`src/rtl/idu_pipe_if.sv`:
```
// Handshake and decoded-field bundle between IFU, the decode stage and EXU.
// The slave modport is the decode stage; the master modport is the surrounding pipeline.
interface idu_pipe_if #(
    parameter int unsigned XLEN = 64
);
    logic            in_valid;
    logic            in_ready;
    logic [31:0]     in_inst;
    logic [XLEN-1:0] in_pc;

    logic            out_valid;
    logic            out_ready;
    logic [XLEN-1:0] out_pc;
    logic [6:0]      opcode;
    logic [4:0]      rd;
    logic [4:0]      rs1;
    logic [4:0]      rs2;
    logic [2:0]      func3;
    logic [6:0]      func7;
    logic [XLEN-1:0] imm;
    logic [4:0]      imm_type;
    logic            rs1_ren;
    logic            rs2_ren;
    logic            rd_wen;
    logic            illegal;

    modport slave (
        input  in_valid, in_inst, in_pc, out_ready,
        output in_ready, out_valid, out_pc, opcode, rd, rs1, rs2, func3, func7,
               imm, imm_type, rs1_ren, rs2_ren, rd_wen, illegal
    );

    modport master (
        output in_valid, in_inst, in_pc, out_ready,
        input  in_ready, out_valid, out_pc, opcode, rd, rs1, rs2, func3, func7,
               imm, imm_type, rs1_ren, rs2_ren, rd_wen, illegal
    );
endinterface

```
`src/rtl/idu_pipe.sv`:
```
// RV64I decode stage: combinational decode into a registered output slot backed by
// a one-entry skid buffer, with flush and illegal-opcode reporting.
module idu_pipe #(
    parameter int unsigned     XLEN   = 64,
    parameter logic [XLEN-1:0] RST_PC = '0
) (
    input  logic        clk,
    input  logic        rst,
    input  logic        flush,
    idu_pipe_if.slave   bus
);

    typedef struct packed {
        logic [XLEN-1:0] pc;
        logic [6:0]      opcode;
        logic [4:0]      rd;
        logic [4:0]      rs1;
        logic [4:0]      rs2;
        logic [2:0]      func3;
        logic [6:0]      func7;
        logic [XLEN-1:0] imm;
        logic [4:0]      imm_type;
        logic            rs1_ren;
        logic            rs2_ren;
        logic            rd_wen;
        logic            illegal;
    } dec_t;

    typedef enum logic [2:0] {FMT_R, FMT_I, FMT_S, FMT_B, FMT_U, FMT_J, FMT_X} fmt_e;

    // pc is the most significant field, so the reset image is RST_PC followed by zeros
    localparam dec_t MAIN_RST = dec_t'({RST_PC, {($bits(dec_t) - XLEN){1'b0}}});

    dec_t        dec;
    fmt_e        fmt;
    logic [31:0] inst;
    logic [31:0] imm32;
    logic        wen;

    dec_t main_q, main_d;
    dec_t skid_q, skid_d;
    logic main_valid_q, main_valid_d;
    logic skid_valid_q, skid_valid_d;
    logic accept;

    always_comb begin
        inst         = bus.in_inst;
        dec          = '0;
        dec.pc       = bus.in_pc;
        dec.opcode   = inst[6:0];
        dec.rd       = inst[11:7];
        dec.func3    = inst[14:12];
        dec.rs1      = inst[19:15];
        dec.rs2      = inst[24:20];
        dec.func7    = inst[31:25];
        imm32        = '0;
        wen          = 1'b0;

        case (inst[6:0])
            7'b0110111, 7'b0010111:                       fmt = FMT_U;
            7'b1101111:                                   fmt = FMT_J;
            7'b1100111, 7'b0000011, 7'b0010011, 7'b0011011,
            7'b1110011, 7'b0001111:                       fmt = FMT_I;
            7'b0100011:                                   fmt = FMT_S;
            7'b1100011:                                   fmt = FMT_B;
            7'b0110011, 7'b0111011:                       fmt = FMT_R;
            default:                                      fmt = FMT_X;
        endcase

        case (fmt)
            FMT_I: begin
                imm32        = {{20{inst[31]}}, inst[31:20]};
                dec.imm_type = 5'b00001;
                dec.rs1_ren  = 1'b1;
                wen          = (inst[6:0] != 7'b0001111);
            end
            FMT_S: begin
                imm32        = {{20{inst[31]}}, inst[31:25], inst[11:7]};
                dec.imm_type = 5'b00010;
                dec.rs1_ren  = 1'b1;
                dec.rs2_ren  = 1'b1;
            end
            FMT_B: begin
                imm32        = {{19{inst[31]}}, inst[31], inst[7], inst[30:25], inst[11:8], 1'b0};
                dec.imm_type = 5'b00100;
                dec.rs1_ren  = 1'b1;
                dec.rs2_ren  = 1'b1;
            end
            FMT_U: begin
                imm32        = {inst[31:12], 12'b0};
                dec.imm_type = 5'b01000;
                wen          = 1'b1;
            end
            FMT_J: begin
                imm32        = {{11{inst[31]}}, inst[31], inst[19:12], inst[20], inst[30:21], 1'b0};
                dec.imm_type = 5'b10000;
                wen          = 1'b1;
            end
            FMT_R: begin
                dec.rs1_ren  = 1'b1;
                dec.rs2_ren  = 1'b1;
                wen          = 1'b1;
            end
            default: dec.illegal = 1'b1;
        endcase

        dec.imm    = XLEN'($signed(imm32));
        dec.rd_wen = wen && (inst[11:7] != 5'd0);
    end

    always_comb begin
        main_d       = main_q;
        main_valid_d = main_valid_q;
        skid_d       = skid_q;
        skid_valid_d = skid_valid_q;
        accept       = bus.in_valid && !skid_valid_q;

        // Accept implies an empty skid, so a skid->main move never competes with a new beat.
        if (flush) begin
            main_valid_d = 1'b0;
            skid_valid_d = 1'b0;
        end else if (!main_valid_q || bus.out_ready) begin
            if (skid_valid_q) begin
                main_d       = skid_q;
                main_valid_d = 1'b1;
                skid_valid_d = 1'b0;
            end else begin
                main_valid_d = accept;
                if (accept) main_d = dec;
            end
        end else if (accept) begin
            skid_d       = dec;
            skid_valid_d = 1'b1;
        end
    end

    always_ff @(posedge clk or posedge rst) begin
        if (rst) begin
            main_q       <= MAIN_RST;
            main_valid_q <= 1'b0;
            skid_q       <= '0;
            skid_valid_q <= 1'b0;
        end else begin
            main_q       <= main_d;
            main_valid_q <= main_valid_d;
            skid_q       <= skid_d;
            skid_valid_q <= skid_valid_d;
        end
    end

    assign bus.in_ready  = !skid_valid_q;
    assign bus.out_valid = main_valid_q;
    assign bus.out_pc    = main_q.pc;
    assign bus.opcode    = main_q.opcode;
    assign bus.rd        = main_q.rd;
    assign bus.rs1       = main_q.rs1;
    assign bus.rs2       = main_q.rs2;
    assign bus.func3     = main_q.func3;
    assign bus.func7     = main_q.func7;
    assign bus.imm       = main_q.imm;
    assign bus.imm_type  = main_q.imm_type;
    assign bus.rs1_ren   = main_q.rs1_ren;
    assign bus.rs2_ren   = main_q.rs2_ren;
    assign bus.rd_wen    = main_q.rd_wen;
    assign bus.illegal   = main_q.illegal;

endmodule

```
`src/flat_wrapper.sv`:
```
// flat-port wrapper written by rule: the top's interface ports become plain ports
module idu_pipe_flat 
#(
    parameter int unsigned     XLEN   = 64,
    parameter logic [XLEN-1:0] RST_PC = '0
)
  (clk, rst, flush, bus_in_valid, bus_in_inst, bus_in_pc, bus_out_ready, bus_in_ready, bus_out_valid, bus_out_pc, bus_opcode, bus_rd, bus_rs1, bus_rs2, bus_func3, bus_func7, bus_imm, bus_imm_type, bus_rs1_ren, bus_rs2_ren, bus_rd_wen, bus_illegal);
  idu_pipe_if #(.XLEN(XLEN)) bus_i ();
  input  logic clk;
  input  logic rst;
  input  logic flush;
  input wire logic [$bits(bus_i.in_valid)-1:0] bus_in_valid;
  input wire logic [$bits(bus_i.in_inst)-1:0] bus_in_inst;
  input wire logic [$bits(bus_i.in_pc)-1:0] bus_in_pc;
  input wire logic [$bits(bus_i.out_ready)-1:0] bus_out_ready;
  output wire logic [$bits(bus_i.in_ready)-1:0] bus_in_ready;
  output wire logic [$bits(bus_i.out_valid)-1:0] bus_out_valid;
  output wire logic [$bits(bus_i.out_pc)-1:0] bus_out_pc;
  output wire logic [$bits(bus_i.opcode)-1:0] bus_opcode;
  output wire logic [$bits(bus_i.rd)-1:0] bus_rd;
  output wire logic [$bits(bus_i.rs1)-1:0] bus_rs1;
  output wire logic [$bits(bus_i.rs2)-1:0] bus_rs2;
  output wire logic [$bits(bus_i.func3)-1:0] bus_func3;
  output wire logic [$bits(bus_i.func7)-1:0] bus_func7;
  output wire logic [$bits(bus_i.imm)-1:0] bus_imm;
  output wire logic [$bits(bus_i.imm_type)-1:0] bus_imm_type;
  output wire logic [$bits(bus_i.rs1_ren)-1:0] bus_rs1_ren;
  output wire logic [$bits(bus_i.rs2_ren)-1:0] bus_rs2_ren;
  output wire logic [$bits(bus_i.rd_wen)-1:0] bus_rd_wen;
  output wire logic [$bits(bus_i.illegal)-1:0] bus_illegal;
  assign bus_i.in_valid = bus_in_valid;
  assign bus_i.in_inst = bus_in_inst;
  assign bus_i.in_pc = bus_in_pc;
  assign bus_i.out_ready = bus_out_ready;
  assign bus_in_ready = bus_i.in_ready;
  assign bus_out_valid = bus_i.out_valid;
  assign bus_out_pc = bus_i.out_pc;
  assign bus_opcode = bus_i.opcode;
  assign bus_rd = bus_i.rd;
  assign bus_rs1 = bus_i.rs1;
  assign bus_rs2 = bus_i.rs2;
  assign bus_func3 = bus_i.func3;
  assign bus_func7 = bus_i.func7;
  assign bus_imm = bus_i.imm;
  assign bus_imm_type = bus_i.imm_type;
  assign bus_rs1_ren = bus_i.rs1_ren;
  assign bus_rs2_ren = bus_i.rs2_ren;
  assign bus_rd_wen = bus_i.rd_wen;
  assign bus_illegal = bus_i.illegal;
  idu_pipe #(.XLEN(XLEN), .RST_PC(RST_PC)) u_core (.clk(clk), .rst(rst), .flush(flush), .bus(bus_i));
endmodule
```
`config.mk`:
```
export PLATFORM = sky130hd
export DESIGN_NAME = idu_pipe_flat
export DESIGN_NICKNAME = d
export VERILOG_FILES = /design/src/rtl/idu_pipe_if.sv /design/src/rtl/idu_pipe.sv /design/src/flat_wrapper.sv
export SDC_FILE = /design/constraint.sdc
export NUM_CORES = 1
export LEC_CHECK = 0
export CORE_MARGIN = 2
export CORE_UTILIZATION = 50
export CTS_BUF_LIST = sky130_fd_sc_hd__clkbuf_8
export CTS_CLUSTER_DIAMETER = 150
export DETAILED_ROUTE_END_ITERATION = 10
export PLACE_DENSITY_LB_ADDON = 0.1
export SYNTH_ARGS = -nofsm -noshare
export SYNTH_HDL_FRONTEND = slang
export SYNTH_SLANG_ARGS = --single-unit
```
`constraint.sdc`:
```
create_clock -name clk -period 10.8 [get_ports clk]
set_clock_uncertainty 0.05 [all_clocks]
set_input_delay 1.62 -clock clk [delete_from_list [all_inputs] [get_ports clk]]
set_output_delay 1.62 -clock clk [all_outputs]
set_load 0.03 [all_outputs]
```
# == Yosys cells after proc, flatten, opt, wreduce, memory -nomap -nowiden ==
# Cells that the tools add are included.
# classes
n_reduce_logical,19
eq_ne,19
bitwise,2
mux,15
# op_table
operator,count
169-bit two-way mux,2
32-bit one-hot mux with 5 select lines,1
"7-bit by 6-bit == test with 1-bit output, second input constant",4
"7-bit == test, second input constant",4
5-bit one-hot mux with 5 select lines,1
"7-bit by 5-bit == test with 1-bit output, second input constant",3
3-bit one-hot mux with 6 select lines,1
6-bit OR reduction,2
1-bit two-way mux,9
"7-bit by 2-bit == test with 1-bit output, second input constant",1
"7-bit by 4-bit == test with 1-bit output, second input constant",1
"7-bit by 4-bit inequality test with 1-bit output, second input constant",1
"3-bit by 2-bit == test with 1-bit output, second input constant",2
"3-bit == test, second input constant",2
3-bit AND reduction,2
3-bit OR reduction,2
5-bit nonzero test,1
2-bit nonzero test,2
2-bit OR reduction,2
4-bit OR reduction,1
"3-bit by 1-bit == test with 1-bit output, second input constant",1
3-bit zero test,1
3-bit nonzero test,1
1-bit logical AND,2
4 further kinds,6
# totals
elab_cells,83
output_inout_bits,171
inputBits,101
reg_bits,308

# == Depth between registers and ports, before layout ==
# logic_depth
word_depth,9
mapped_depth,8
ltp_nobuf,5

# == Worst setup path after synthesis ==
# Ideal clock, no wire load.
# synth_path
path_kind,input port to flip-flop
startpoint,input bus_in_inst[3]
endpoint,"register u_core.main_q, in the netlist u_core.bus.imm[12]"
arrival_ps,2963
path_slack_ps,7701
stages,6
cell_sequence,buf_2 -> or2_2 -> o32a_1 -> a21oi_4 -> o22ai_4 -> a211oi_2
# synth_between
elab_chain_cells,7
# synth_lines
element,line_no,text
from (decl),flat_wrapper.sv:13,input wire logic [$bits(bus_i.in_inst)-1:0] bus_in_inst;
7-bit == test (tied with other cells),idu_pipe.sv:59,case (inst[6:0])
6-bit OR reduction or 2-bit OR reduction (tied branches),idu_pipe.sv:59,
3-bit one-hot mux with 6 select lines (*),idu_pipe.sv:59,
3-bit == test (tied with other cells),idu_pipe.sv:70,case (fmt)
32-bit one-hot mux with 5 select lines (*),idu_pipe.sv:70,
169-bit two-way mux (*),idu_pipe.sv:129,if (accept) main_d = dec;
169-bit two-way mux (*),idu_pipe.sv:123,if (skid_valid_q) begin
to (signal assigned),idu_pipe.sv:144,main_q <= main_d;
to (decl),idu_pipe.sv:40,"dec_t main_q, main_d;"
# Mark *: on every way between the ends. The rest lies on a longest branch, timed or not. The select of a mux whose other input is x is not followed.
# A chain may end at the register's enable or synchronous reset.

# == Final worst setup path ==
# layout_path
startpoint,register u_core.skid_valid_q
endpoint,output bus_in_ready
# layout_between
elab_chain_cells,1
# layout_lines
element,line_no,text
from (decl),idu_pipe.sv:43,"logic skid_valid_q, skid_valid_d;"
from (signal assigned),idu_pipe.sv:147,skid_valid_q <= skid_valid_d;
1-bit zero test,idu_pipe.sv:151,assign bus.in_ready = !skid_valid_q;
to (decl),flat_wrapper.sv:16,output wire logic [$bits(bus_i.in_ready)-1:0] bus_in_ready;
# No other way between the ends.

==> results.py <==
metrics = {
    "synth": {
        "yosysWarningCount": 0,
        "syn_avg_cell_area_sq_um": 9.43,
        "ys_async_sr_fraction_pct": 100,
        "ys.flop_type": "dfrtp_1",
        "synth_area_leaders": "dfrtp_1 (56%), nand2_1 (14%), mux2i_1 (7.9%)",
        "synth_edf_count": 0,
        "yosys.cell_types.count": 58,
        "synth-seq-cells": 276,
        "synth.most_common_cell": "nand2_1",
        "yosysTopAreaCell": "dfrtp_1",
        "synth_area_sq_um": 12300,
        "syn_inst": 1301,
        "synthTopCellsByCount": "nand2_1 (449), dfrtp_1 (276), o21ai_0 (134)",
        "synth_fp_nets": 1402,
        "synth_seq_area_share_pct": 56.3,
        "netlist.area_leader.share_pct": 56.3,
    },
    "cts": {
        "htree_num_levels": 2,
        "numCtsBuffers": 45,
        "clock_latency_ns": 0.55,
        "cts_resized": 0,
        "cts-root-buf": "clkbuf_8",
        "post_cts_buffers": 0,
        "postCtsHoldBufs": 0,
        "cts.sinks": 276,
        "clock_path_buffers": 3,
        "cts_tree": "built",
        "path_clk_slew_ns": 0.06,
    },
    "sta": {
        "slew_headroom_pct": 20.5,
        "layout_worst_path_cycle_share_pct": 43.8,
        "rsz0062_at_grt": "no",
        "fin_setup_tns_ns": 0,
        "tightest_slew_ns": 1.19,
        "max_freq_mhz": 211,
        "setup-violations-final": 0,
        "hold_viol": 0,
        "maxSlewViolCount": 0,
        "hold-worst-slack_ns": 0.422,
        "min_period_ns": 4.73,
    },
    "critical_path": {
        "reg2reg_from": "u_core.skid_valid_q",
        "cp.arrival_ns": 3.06,
        "r2r_slack_ns": 6.64,
        "endpoint_kind": "primary output",
        "r2r-end": "u_core.skid_q[32]",
        "critical_path_peak_fanout": 48,
        "worstSetupPathType": "reg2out",
        "worstPathRequired_ns": 9.13,
        "rr_worst_depth": 7,
        "start_kind": "flop",
    },
    "global_routing": {
        "grt_max_degree": 96,
        "gr-usage-all-layers_pct": 24.9,
        "grt_pass1_vias": 9661,
        "antenna_found_initial": 0,
        "overflow": 0,
        "grt_pass1_wl_mm": 51.8,
    },
    "min_path": {
        "hold-path-cell-count": 2,
        "holdPathEnd": "u_core.skid_q[1]",
        "min_from": "u_core.skid_q[1]",
        "min-delay-path-class": "reg2reg",
    },
    "detailed_routing": {
        "vias": 9710,
        "routedWlPerCell_microns": 17.0,
        "wl_mm": 31.7,
        "route.detailed.drc": 0,
        "viasPerCell": 5.20,
        "drtPass1Iterations": 5,
        "drt_iter0_markers": 725,
        "route.antenna.remaining_nets": 0,
    },
    "floorplan": {
        "start_util_pct": 50.7,
        "die_area_sq_um": 25800,
        "chipWidth_microns": 161,
        "core_area_sq_um": 24200,
        "io_pins": 272,
        "die_height_microns": 161,
        "rows": 57,
    },
    "finish": {
        "drive_above_1_share_pct": 5.96,
        "stdcell_count": 1868,
        "layout.nets": 1611,
        "nFillCells": 2021,
        "area_growth_pct": 28.5,
        "final_area_sq_um": 15800,
        "multi_input_area_sq_um": 4730,
        "seq_area_sq_um": 6910,
    },
    "pwr": {
        "p_leak_uw": 0.00706,
        "ir_worst_vdd_mv": 0.128,
        "p_per_area_nw_per_um2": 184,
    },
    "placed_design": {
        "dp_cells": 1787,
        "place_congestion": 0.858,
        "dpl.hpwl_mm": 20.4,
        "io_buffer_count": 271,
        "placed_area_sq_um": 14900,
    },
    "flow_run": {
        "drv_cap": 0,
    },
    "run_status": {
        "status": "complete, no violations",
    },
}
critical path, stage by stage (launching register included):
cell	delay, ns
dfrtp_4	0.73
buf_4	0.72
inv_1	0.08
buf_4	0.27
clkdlybuf4s50_1	0.65
how the worst max path moves through the flow:
stage                   startpoint                   to  slack (ns)  cells past startpoint
3_5_place_dp                 flush    u_core.skid_q[32]        5.73                      7
3_3_place_gp                 flush    u_core.skid_q[32]        5.81                      7
5_1_grt        u_core.skid_valid_q         bus_in_ready        5.90                      4
4_1_cts        u_core.skid_valid_q         bus_in_ready        6.05                      4
2_1_floorplan                  rst  u_core.bus.func3[0]        1.52                      1
6_report       u_core.skid_valid_q         bus_in_ready        6.07                      4
power breakdown:
group          internal [uW]  total (uW)  switching, uW
logic                    282         694            412
registers               1210        1310            101
clock network            490         897            407
total                   1990        2910            920
cell usage in the layout (no fill, tap or decap), drive strengths merged, types with 4 or more instances in the layout:
cell type      instances
clkdlybuf4s50        271
o31ai                  5
mux2i                 97
buf                   11
o2111ai                6
clkinv                 4
clkbuf                56
a21oi                 56
a22oi                  4
inv                   21
a32oi                 11
nor2                  50
dfrtp                276
nor3                  12
nor2b                  6
o21ai                134
a211oi                 9
and3                  10
a22o                   6
nand2                449
sequential cells by signal, summed over array words and instances, names as in the netlist:
name	count
u_core.bus.func3	3
u_core.bus.func7	7
u_core.bus.illegal	1
u_core.bus.imm	32
u_core.bus.imm_type	5
u_core.bus.opcode	7
u_core.bus.out_pc	64
u_core.bus.out_valid	1
u_core.bus.rd	5
u_core.bus.rd_wen	1
u_core.bus.rs1	5
u_core.bus.rs1_ren	1
u_core.bus.rs2	5
u_core.bus.rs2_ren	1
u_core.skid_q	137
u_core.skid_valid_q	1
cell type report:
cell class | instances | share of cell area, %
clock buffer | 56 | 4.89
timing repair buffer | 282 | 17.7
sequential | 276 | 43.8
tap | 324 | 2.57
inverter | 4 | 0.143
antenna | 1 | 0.0159
multi-input combinational | 901 | 30.0
clock inverter | 24 | 0.817
kinds of logic (layout without fill, tap and decap cells):
family                 after synthesis  after routing  synth area share [%]
multiplexers                        97             97                  7.92
AO/OA/AOI/OAI                      250            250                  12.3
buffers and inverters              124            366                  5.28
flip-flops                         276            276                  56.3
AND/OR/NAND/NOR                    554            554                  18.2
other                                0              1                     0
metal layers:
| metal | global-route usage, % | wire [microns] |
|---|---|---|
| met5 | 0 | 0 |
| met4 | 8.15 | 771 |
| met3 | 5.76 | 2060 |
| met2 | 39.4 | 14800 |
| met1 | 34.1 | 14000 |
per-stage QoR:
stage               utilization [%]  worst slack, ns  total power [uW]
detailed placement             61.5             5.73              2030
CTS                            65.2             6.05              2940
floorplan                         -             1.52              1740
global route                   65.2             5.90              3060
finish                         65.2             6.07              2910
global placement               61.5             5.81              2010
Power figures use the tool's default switching activity.
